### config.mk
export PLATFORM = sky130hd
export DESIGN_NAME = mem_arbiter
export DESIGN_NICKNAME = d
export VERILOG_FILES = /design/src/rtl/mem_arbiter.sv
export SDC_FILE = /design/constraint.sdc
export NUM_CORES = 1
export LEC_CHECK = 0
export ABC_AREA = 1
export CAP_MARGIN = 20
export CORE_AREA = 3 3 102 104
export DETAILED_ROUTE_END_ITERATION = 16
export DIE_AREA = 0 0 105 107
export GPL_TIMING_DRIVEN = 0
export MAX_ROUTING_LAYER = met4
export SYNTH_ARGS = -nofsm -noshare
export SYNTH_HDL_FRONTEND = slang
export SYNTH_SLANG_ARGS = --single-unit
### constraint.sdc
create_clock -name clk -period 2.8 [get_ports clk]
set_input_delay 0.42 -clock clk [delete_from_list [all_inputs] [get_ports clk]]
set_output_delay 0.42 -clock clk [all_outputs]
set_load 0.02 [all_outputs]
### src/rtl/mem_arbiter.sv
// Two-port round-robin arbiter in front of a single-ported memory.
// Optional owner locking is compiled in with ARB_LOCK_EN.
module mem_arbiter #(
  parameter int ADDR_W = 32,
  parameter int DATA_W = 32
) (
  input  logic              clk,
  input  logic              reset,
  input  logic              req0,
  input  logic              we0,
  input  logic [ADDR_W-1:0] addr0,
  input  logic [DATA_W-1:0] wdata0,
  input  logic              lock0,
  input  logic              req1,
  input  logic              we1,
  input  logic [ADDR_W-1:0] addr1,
  input  logic [DATA_W-1:0] wdata1,
  input  logic              lock1,
  output logic              gnt0,
  output logic              gnt1,
  output logic              rvalid0,
  output logic              rvalid1,
  output logic [DATA_W-1:0] rdata,
  output logic              mem_we,
  output logic [ADDR_W-1:0] mem_addr,
  output logic [DATA_W-1:0] mem_wdata,
  input  logic [DATA_W-1:0] mem_rdata
);

  logic last1;
  logic g0;
  logic g1;
  logic rv0_q;
  logic rv1_q;

`ifdef ARB_LOCK_EN
  logic own_vld;
  logic own;
  logic own_req;

  assign own_req = own ? req1 : req0;
`else
  logic unused_lock;

  assign unused_lock = lock0 | lock1;
`endif

  // grant select: owner first, then round-robin on conflict
  always_comb begin
    g0 = 1'b0;
    g1 = 1'b0;
    if (!reset) begin
      g0 = 1'b0;
      g1 = 1'b0;
    end
`ifdef ARB_LOCK_EN
    else if (own_vld && own_req) begin
      g0 = ~own;
      g1 = own;
    end
`endif
    else if (req0 && req1) begin
      g0 = last1;
      g1 = ~last1;
    end else begin
      g0 = req0;
      g1 = req1;
    end
  end

  // last-granted history, moves only on a grant
  always_ff @(posedge clk or negedge reset) begin
    if (!reset) begin
      last1 <= 1'b1;
    end else if (g0) begin
      last1 <= 1'b0;
    end else if (g1) begin
      last1 <= 1'b1;
    end
  end

  // read return strobe, one cycle behind the grant
  always_ff @(posedge clk or negedge reset) begin
    if (!reset) begin
      rv0_q <= 1'b0;
      rv1_q <= 1'b0;
    end else begin
      rv0_q <= g0 & ~we0;
      rv1_q <= g1 & ~we1;
    end
  end

`ifdef ARB_LOCK_EN
  // lock owner tracking
  always_ff @(posedge clk or negedge reset) begin
    if (!reset) begin
      own_vld <= 1'b0;
      own     <= 1'b0;
    end else if (g0) begin
      own_vld <= lock0;
      own     <= 1'b0;
    end else if (g1) begin
      own_vld <= lock1;
      own     <= 1'b1;
    end else if (!own_req) begin
      own_vld <= 1'b0;
    end
  end
`endif

  assign gnt0      = g0;
  assign gnt1      = g1;
  assign rvalid0   = rv0_q;
  assign rvalid1   = rv1_q;
  assign rdata     = mem_rdata;
  assign mem_we    = (g0 & we0) | (g1 & we1);
  assign mem_addr  = g1 ? addr1 : addr0;
  assign mem_wdata = g1 ? wdata1 : wdata0;

endmodule
After elaboration in Yosys (flattened, before gate mapping). Index checks and enable logic that the tools add are counted.

Flip-flop bits (word level): 3. Bits of input ports: 168. Output and inout port bits: 101. Logic and storage cells: 21.

Multiplexer cells: 8. Bitwise gates (word level): 8. Reductions and logical operators: 2.

Operators with widths (number): 2-to-1 mux 32 bit (2); 2-to-1 mux 1 bit (6); AND 1 bit (4); NOT 1 bit (3); nonzero test 2 bit (1); logical AND 1 bit (1); bitwise OR 1 bit (1).

Longest topological paths before layout. Gate-level depths: netlist (run 1).

Word-level depth: 5. Gate-level depth with buffers: 7. Mapped depth without buffers: 5.

Worst setup path before layout (run 1). Ideal clock, no wire load.

Path kind: reg-to-output. Start point: reg last1. End point: out mem_addr[14]. Arrival time: 1.123 ns. Data required time: 2.380 ns. Path slack: 1.257 ns. Cell stages (with the launch flop): 7. Buffers on the path: 2. Path through: dfstp_2 nand2_1 nand2_1 buf_6 buf_6 nand2_1 nand2_1.

Word-level cells in the longest chain between the ends: 4.

Ends and longest elaborated chain: start, declared (RTL line 30) `logic last1;`; start signal, assigned (RTL line 74) `last1 <= 1'b1;`; start signal, assigned (RTL line 76) `last1 <= 1'b0;`; start signal, assigned (RTL line 78) `last1 <= 1'b1;`; NOT 1 bit (RTL line 64) `g1 = ~last1;`; 2-to-1 mux 1 bit (RTL line 62) `else if (req0 && req1) begin`; 2-to-1 mux 1 bit (RTL line 52) `if (!reset) begin`; 2-to-1 mux 32 bit (RTL line 117) `assign mem_addr = g1 ? addr1 : addr0;`; end, declared (RTL line 25) `output logic [ADDR_W-1:0] mem_addr,`.

Every way passes these cells.

Worst setup path after layout (run 1).
Start point: in req0. End point: out mem_wdata[28].

Word-level cells in the longest chain between the ends: 4.

Ends and longest elaborated chain: start, declared (RTL line 9) `input logic req0,`; logical AND 1 bit (RTL line 62); 2-to-1 mux 1 bit (RTL line 62); 2-to-1 mux 1 bit (RTL line 52); 2-to-1 mux 32 bit (RTL line 118) `assign mem_wdata = g1 ? wdata1 : wdata0;`; end, declared (RTL line 26) `output logic [DATA_W-1:0] mem_wdata,`.

Every way passes these cells.

==> results of run 1 <==
-- metal layers --
layer | vias to the layer above | wire, um
met4 | 0 | 59
met3 | 6 | 511
met1 | 1082 | 3230
met5 | - | 0
li1 | 1284 | -
met2 | 128 | 4550
-- final timing paths --
check / depth (start not counted) / start / to
min in group clk: 4 / last1 / last1
hold / removal: 1 / reset / rvalid0
max in group asynchronous: 1 / reset / last1
setup / recovery: 7 / req0 / mem_wdata[28]
setup reg to reg: 4 / last1 / rvalid1
hold reg to reg: 4 / last1 / last1
-- cells in the mapped netlist, drive strengths merged --
cell type	n	area share, %
clkbuf	1	0.28
nand3	66	25
inv	6	1.7
dfstp	1	2.0
buf	52	28
dfrtp	2	3.8
nor2	2	0.56
nand2	137	39
-- power by group --
part	internal [W]	switching (W)
Combinational	0.000409	0.000342
Sequential	0.0000486	0.00000133
Clock	0.0000970	0.0000277
Total	0.000554	0.000371
-- registers in the layout, indices dropped and copies added, names as in the netlist --
| name | cells |
|---|---|
| rvalid0 | 1 |
| rvalid1 | 1 |
| last1 | 1 |
-- kinds of logic (layout without fill, tap and decap cells) --
| logic type | after synthesis | count (layout) | share of synthesized area, % |
|---|---|---|---|
| buffers and inverters | 59 | 297 | 30.3 |
| flip-flops | 3 | 3 | 5.73 |
| AND/OR/NAND/NOR | 205 | 205 | 63.9 |
-- what timing repair did --
action                                  CTS  global route
endpoints found under the setup margin   27            24
gates resized for setup                  27             9
pin swaps                                 0             0
setup buffers                             0             0
-- worst reg2reg max path, cell delays in order (launching register included) --
cell	delay (ps)
dfstp_2	520
nand2_1	70
nand2_1	130
buf_2	240
nor2_1	60
-- layout make-up --
type | count | area, sq um
Multi-Input combinational cell | 205 | 852
Buffer | 53 | 389
Timing Repair Buffer | 234 | 2330
Inverter | 6 | 22.5
Fill cell | 1062 | 5760
Tap cell | 133 | 166
Clock buffer | 4 | 45.0
Sequential cell | 3 | 76.3
-- metrics by stage --
stage | worst slack (ps) | hold slack (ps)
floorplan | 1260 | 124
global placement | -2.40 | 553
detailed placement | -27.3 | 552
CTS | -0.604 | 423
global route | 27.6 | 49.4
finish | 139 | 36.9
==> key figures, run 1 <==
Floorplanning
  • Die W: 105 um
  • Starting Density: 13.8%
  • Die H: 107 um
  • Core area: 9640 sq um
  • IO Count: 269
  • Die area: 11,200 sq um
  • Rows: 36

Clock network
  • Clock Sinks: 3
  • CTS tree: built
  • Clock buffer count from CTS: 3
  • Insertion delay to the later sink of the worst-skew pair: 220 ps
  • Cts hold-fix bufs: 0
  • CTS clk-pin slew, worst paths: 30 ps
  • Root Driver: clkbuf_8
  • Clk buf depth: 2
  • H-tree depth: 1

Worst hold path
  • Min-delay worst type: primary input to asynchronous set/reset pin

Cells and area
  • Most common cell after layout, fill and taps aside: clkdlybuf4s50_1
  • Non-Filler Instances: 638
  • NumNets Final: 674
  • Final Util: 40.2%
  • Commonest non-fill, non-tap cells in the layout: clkdlybuf4s50_1 (201), nand2_1 (137), nand3_1 (66)
  • Layout cells sized above 1: 11.3%
  • Synth-to-layout area growth: 191%
  • Finished Cell Area: 3880 sq um
  • Number of diodes: 0

Place
  • Port buffer count: 234
  • Post-DP Area: 3840 sq um
  • Placed cell count: 634
  • Post-DP HPWL: 7190 um
  • Gpl congestion: 0.805

Timing
  • RSZ-0062 raised after global routing: false
  • Post-Route Setup TNS: 0 ps
  • Fin. max-slew vios: 0
  • Tmin final: 2660 ps
  • Slew @ Worst Pin: 431 ps
  • Layout Skew: 2.72 ps
  • Slew Limit Headroom: 71.2%
  • Post-route clock period utilization: 95.0%
  • F_max: 376 MHz
  • Final-report setup violation count: 0
  • Final hold vios: 0

Global routing
  • Largest net degree at the start of global routing: 11
  • Initial antenna violation count: 0
  • Busiest grt layer: met2
  • Grt ovf: 0
  • Vias in the first global route: 2,427
  • First-pass GRT wire length: 12,000 um
  • Tot GR Track Use: 13.3%
  • Met2 global-route usage: 25.8%
  • Grt met3 use: 1.75%
  • Grt met1 use: 14.7%

Power and ir drop
  • Power Density: 239 nW/um^2
  • Peak VDD IR: 0.226 mV
  • Pwr Total: 0.000926 W
  • Leakage: 1.95 nW

Route
  • Wire per inst: 13.1 um
  • DR vias: 2,500
  • Post-DRT Antenna Nets: 0
  • DRC Markers: 0
  • Routed WL: 8350 um
  • DR vias/cell: 3.92
  • DR iter-0 viols: 85
  • First-pass DRT Iterations: 4

Logic synthesis
  • Yosys cell types: 11
  • Cell area after synthesis: 1330 sq um
  • Synth warnings: 0
  • Syn avg cell area: 4.99 sq um
  • Seq/Total Area, Yosys: 5.73%
  • Syn Inst Count: 267
  • Synth Register Bits: 3
  • Syn_nets: 435

Worst setup path
  • Buf/Inv on CP: 4
  • Required time worst endpoint: 2380 ps
  • Crit. End Element: primary output
  • Critical Path Fanout Max: 10
  • WP data arrival: 2240 ps
  • Largest stage delay on the critical path: 600 ps
  • Critical path class: primary input to primary output
  • Slowest CP cell: clkdlybuf4s50_1
  • Crit-path cells: clkdlybuf4s50_1 > nand2_1 > clkbuf_4 > buf_2 > nand3_1 > nand2_1 > clkdlybuf4s50_1
  • Crit path max-delay family: buffers and inverters
  • Crit path launch type: primary input
  • Flop2flop setup slack: 1670 ps

Job
  • Max Cap Viol: 0

Status
  • Status: complete, no violations
(Power assumes the default switching activity.)
==> inputs of run 2 (changes only) <==
Settings changed: GPL_TIMING_DRIVEN 0 to not set.
==> key figures, run 2 (same netlist as run 1, synthesis figures left out) <==
Clock network
  • Clock Sinks: 3
  • CTS clk-pin slew, worst paths: 30 ps
  • Post-CTS Setup Repair Bufs: 0
  • Clk buf depth: 2
  • Clock buffer count from CTS: 3
  • Insertion delay to the later sink of the worst-skew pair: 220 ps
  • Root Driver: clkbuf_8
  • Cts hold-fix bufs: 0
  • Cts repair resizes: 0
  • H-tree depth: 1
  • CTS tree: built

Place
  • Post-DP HPWL: 5560 um
  • Post-DP Area: 3240 sq um
  • Port buffer count: 202
  • Placed cell count: 555
  • Post-Place Worst Slack: 191 ps
  • Gpl congestion: 0.733

Cells and area
  • Commonest non-fill, non-tap cells in the layout: clkdlybuf4s50_1 (202), nand2_1 (135), nand3_1 (66)
  • Layout cells sized above 1: 3.05%
  • NumNets Final: 595
  • Fill count: 1,051
  • Most common cell after layout, fill and taps aside: clkdlybuf4s50_1
  • Non-Filler Instances: 559
  • Finished Cell Area: 3280 sq um
  • Number of diodes: 0
  • Synth-to-layout area growth: 146%

Power and ir drop
  • Power Internal: 0.000508 W
  • Combinational Power Share: 78.7%
  • Power Density: 253 nW/um^2
  • Flop pwr share: 6.0%
  • Sw Pwr: 0.000325 W
  • Peak VDD IR: 0.220 mV
  • Leakage: 1.51 nW
  • Switching part of the total power: 39.0%
  • Clock share of power: 15.2%

Route
  • Routed WL: 6950 um
  • Wire per inst: 12.4 um
  • DR vias: 2,220
  • DR vias/cell: 3.97
  • DR iter-0 viols: 146
  • Post-DRT Antenna Nets: 0
  • First-pass DRT Iterations: 4
  • DRC Markers: 0

Timing
  • Slew @ Worst Pin: 318 ps
  • Layout Skew: 3.03 ps
  • Tmin final: 2610 ps
  • Post-route clock period utilization: 93.1%
  • Slew Limit Headroom: 78.8%
  • F_max: 384 MHz
  • Post-Route Setup TNS: 0 ps
  • Fin. max-slew vios: 0
  • RSZ-0062 raised after global routing: false
  • Worst setup margin: 193 ps
  • Final hold vios: 0
  • Final-report setup violation count: 0

Worst hold path
  • Min-delay worst type: primary input to asynchronous set/reset pin

Worst setup path
  • Largest stage delay on the critical path: 670 ps
  • Critical path class: primary input to primary output
  • Slowest CP cell: clkdlybuf4s50_1
  • Required time worst endpoint: 2380 ps
  • Flop2flop setup slack: 1700 ps
  • R2r endpoint: rvalid1
  • Crit path launch type: primary input
  • Critical Path Fanout Max: 37
  • R2r startpoint: last1
  • R2r worst-path depth: 4
  • Crit. End Element: primary output
  • WP data arrival: 2190 ps
  • Crit-path cells: clkdlybuf4s50_1 > nand2_1 > inv_2 > buf_12 > nand3_1 > nand2_1 > clkdlybuf4s50_1

Floorplanning
  • Die W: 105 um
  • Core area: 9640 sq um
  • Rows: 36
  • Starting Density: 13.8%
  • Die H: 107 um
  • IO Count: 269
  • Die area: 11,200 sq um

Global routing
  • Vias in the first global route: 2,138
  • Initial antenna violation count: 0
  • First-pass GRT wire length: 10,500 um
  • Tot GR Track Use: 11.5%
  • Largest net degree at the start of global routing: 66
  • Grt ovf: 0

Job
  • Max Cap Viol: 0

Status
  • Status: complete, no violations
## run 2: stage by stage
stage / hold WS (ps) / util [%] / power, W
floorplan: 124 / - / 0.000385
global placement: 557 / 33.6 / 0.000705
CTS: 501 / 34.1 / 0.000843
global route: 528 / 34.1 / 0.000890
finish: 512 / 34.1 / 0.000832
detailed placement: 571 / 33.6 / 0.000709
## run 2: layout make-up
type                            count  area (sq um)  share of cell area, %
Timing Repair Buffer              208          2120                   64.5
Multi-Input combinational cell    205           857                   26.1
Tap cell                          133           166                   5.07
Sequential cell                     3          76.3                   2.32
Clock buffer                        4          45.0                   1.37
Inverter                            6          22.5                  0.686
## run 2: worst max-delay path by stage
stage                     startpoint             to  slack [ps]  cells past startpoint
after floorplan                last1   mem_addr[14]        1260                      6
after global placement         reset   mem_addr[18]         220                      8
after detailed placement       reset   mem_addr[18]         190                      8
after CTS                      reset   mem_addr[18]         190                      8
after global routing           reset  mem_wdata[31]          70                      8
final                          reset  mem_wdata[31]         190                      7
## run 2: power by group through the flow
stage	sequential [W]	combinational, W	clock [W]
after detailed placement	0.0000507	0.000659	0
after CTS	0.0000504	0.000662	0.000130
after global placement	0.0000507	0.000654	0
after global routing	0.0000508	0.000704	0.000135
final	0.0000503	0.000655	0.000127
after floorplan	0.0000516	0.000333	0
## run 2: per-layer routing
layer | track usage, % | share of wire (%) | routed length, um
met1 | 12.4 | 39 | 2700
met2 | 20.8 | 50 | 3500
met3 | 2.53 | 7.9 | 546
met4 | 4.31 | 2.9 | 199
met5 | - | 0 | 0
## run 2: worst max-delay path, delay by kind of cell
family | cells | cell delay [ps]
buf+inv | 4 | 1480
simple gates | 3 | 270
==> inputs of run 3 (changes only) <==
Settings changed: RECOVER_POWER set to 25.
==> key figures, run 3 (same netlist as run 1, synthesis figures left out) <==
Clock network
  • Cts repair resizes: 0
  • Clock buffer count from CTS: 3
  • Post-CTS Setup Repair Bufs: 0
  • Clock Sinks: 3
  • Root Driver: clkbuf_8
  • Clk buf depth: 2
  • CTS clk-pin slew, worst paths: 30 ps
  • Insertion delay to the later sink of the worst-skew pair: 220 ps
  • Cts hold-fix bufs: 0
  • H-tree depth: 1
  • CTS tree: built

Global routing
  • Vias in the first global route: 2,138
  • Grt ovf: 0
  • Initial antenna violation count: 0
  • Tot GR Track Use: 11.5%
  • Largest net degree at the start of global routing: 66
  • First-pass GRT wire length: 10,500 um

Route
  • DRC Markers: 0
  • Wire per inst: 12.5 um
  • Post-DRT Antenna Nets: 0
  • Routed WL: 6960 um
  • First-pass DRT Iterations: 4
  • DR vias: 2,233
  • DR iter-0 viols: 150
  • DR vias/cell: 3.99

Cells and area
  • Most common cell after layout, fill and taps aside: clkdlybuf4s50_1
  • Commonest non-fill, non-tap cells in the layout: clkdlybuf4s50_1 (202), nand2_1 (135), nand3_1 (66)
  • Fill count: 1,053
  • Synth-to-layout area growth: 146%
  • Layout cells sized above 1: 2.82%
  • Finished Cell Area: 3280 sq um
  • Register Area: 76.3 sq um
  • NumNets Final: 595
  • Non-Filler Instances: 559
  • Number of diodes: 0
  • Area of the multi-input gates: 857 sq um

Worst setup path
  • Crit. End Element: primary output
  • Flop2flop setup slack: 1700 ps
  • Critical path class: primary input to primary output
  • Largest stage delay on the critical path: 670 ps
  • Required time worst endpoint: 2380 ps
  • R2r startpoint: last1
  • Critical Path Fanout Max: 37
  • Crit path launch type: primary input
  • R2r endpoint: rvalid1
  • R2r worst-path depth: 4
  • Crit-path cells: clkdlybuf4s50_1 > nand2_1 > inv_2 > buf_12 > nand3_1 > nand2_1 > clkdlybuf4s50_1
  • WP data arrival: 2180 ps
  • Slowest CP cell: clkdlybuf4s50_1

Timing
  • Slew @ Worst Pin: 318 ps
  • Post-Route Setup TNS: 0 ps
  • Final hold vios: 0
  • Final-report setup violation count: 0
  • Tmin final: 2600 ps
  • Slew Limit Headroom: 78.8%
  • Fin. max-slew vios: 0
  • Hold Slack: 537 ps
  • Worst setup margin: 199 ps
  • RSZ-0062 raised after global routing: false
  • F_max: 384 MHz
  • Post-route clock period utilization: 92.9%
  • Layout Skew: 3.67 ps

Floorplanning
  • Die area: 11,200 sq um
  • Rows: 36
  • Starting Density: 13.8%
  • IO Count: 269
  • Core area: 9640 sq um
  • Die W: 105 um
  • Die H: 107 um

Status
  • Status: complete, no violations

Place
  • Port buffer count: 202
  • Post-DP Area: 3240 sq um
  • Post-DP HPWL: 5560 um
  • Gpl congestion: 0.733
  • Post-Place Worst Slack: 191 ps
  • Placed cell count: 555

Power and ir drop
  • Peak VDD IR: 0.219 mV
  • Power Density: 254 nW/um^2
  • Leakage: 1.51 nW

Job
  • Max Cap Viol: 0

Worst hold path
  • Min-delay worst type: primary input to asynchronous set/reset pin
[run 3: cell count changes in the layout (fill, tap and decap cells not counted), sizes merged]
cell	before	now
buf	6	5
clkbuf	4	5
[run 3: per-stage QoR]
stage / total power, W / utilization, %
finish: 0.000832 / 34.0
detailed placement: 0.000709 / 33.6
floorplan: 0.000385 / -
CTS: 0.000843 / 34.1
global placement: 0.000705 / 33.6
global route: 0.000889 / 34.0
[run 3: report_power, final]
group	switching, W	internal, W
logic	0.000293	0.000362
registers	0.00000174	0.0000486
clock network	0.0000298	0.0000972
[run 3: metal layers]
layer | up-vias | global-route usage (%) | routed length (um)
met1 | 958 | 12.4 | 2690
li1 | 1127 | - | -
met2 | 125 | 20.8 | 3500
met4 | 0 | 4.31 | 199
met3 | 23 | 2.53 | 568
met5 | - | - | 0
[run 3: how the worst max path moves through the flow]
stage / start / end / depth (start not counted)
2_1_floorplan: last1 / mem_addr[14] / 6
3_3_place_gp: reset / mem_addr[18] / 8
3_5_place_dp: reset / mem_addr[18] / 8
4_1_cts: reset / mem_addr[18] / 8
5_1_grt: reset / mem_wdata[31] / 8
6_report: reset / mem_wdata[31] / 7
[run 3: area by class of cell]
cell class,instances,area share [%]
clock buffers,4,1.37
inverters,6,0.686
multi-input cells,205,26.1
flip-flops and latches,3,2.33
well taps,133,5.07
repair buffers,208,64.4
[run 3: critical path: cells and delay by family]
kind / cells / cell delay (ps)
and+or+nand+nor: 3 / 260
buffers and inverters: 4 / 1480
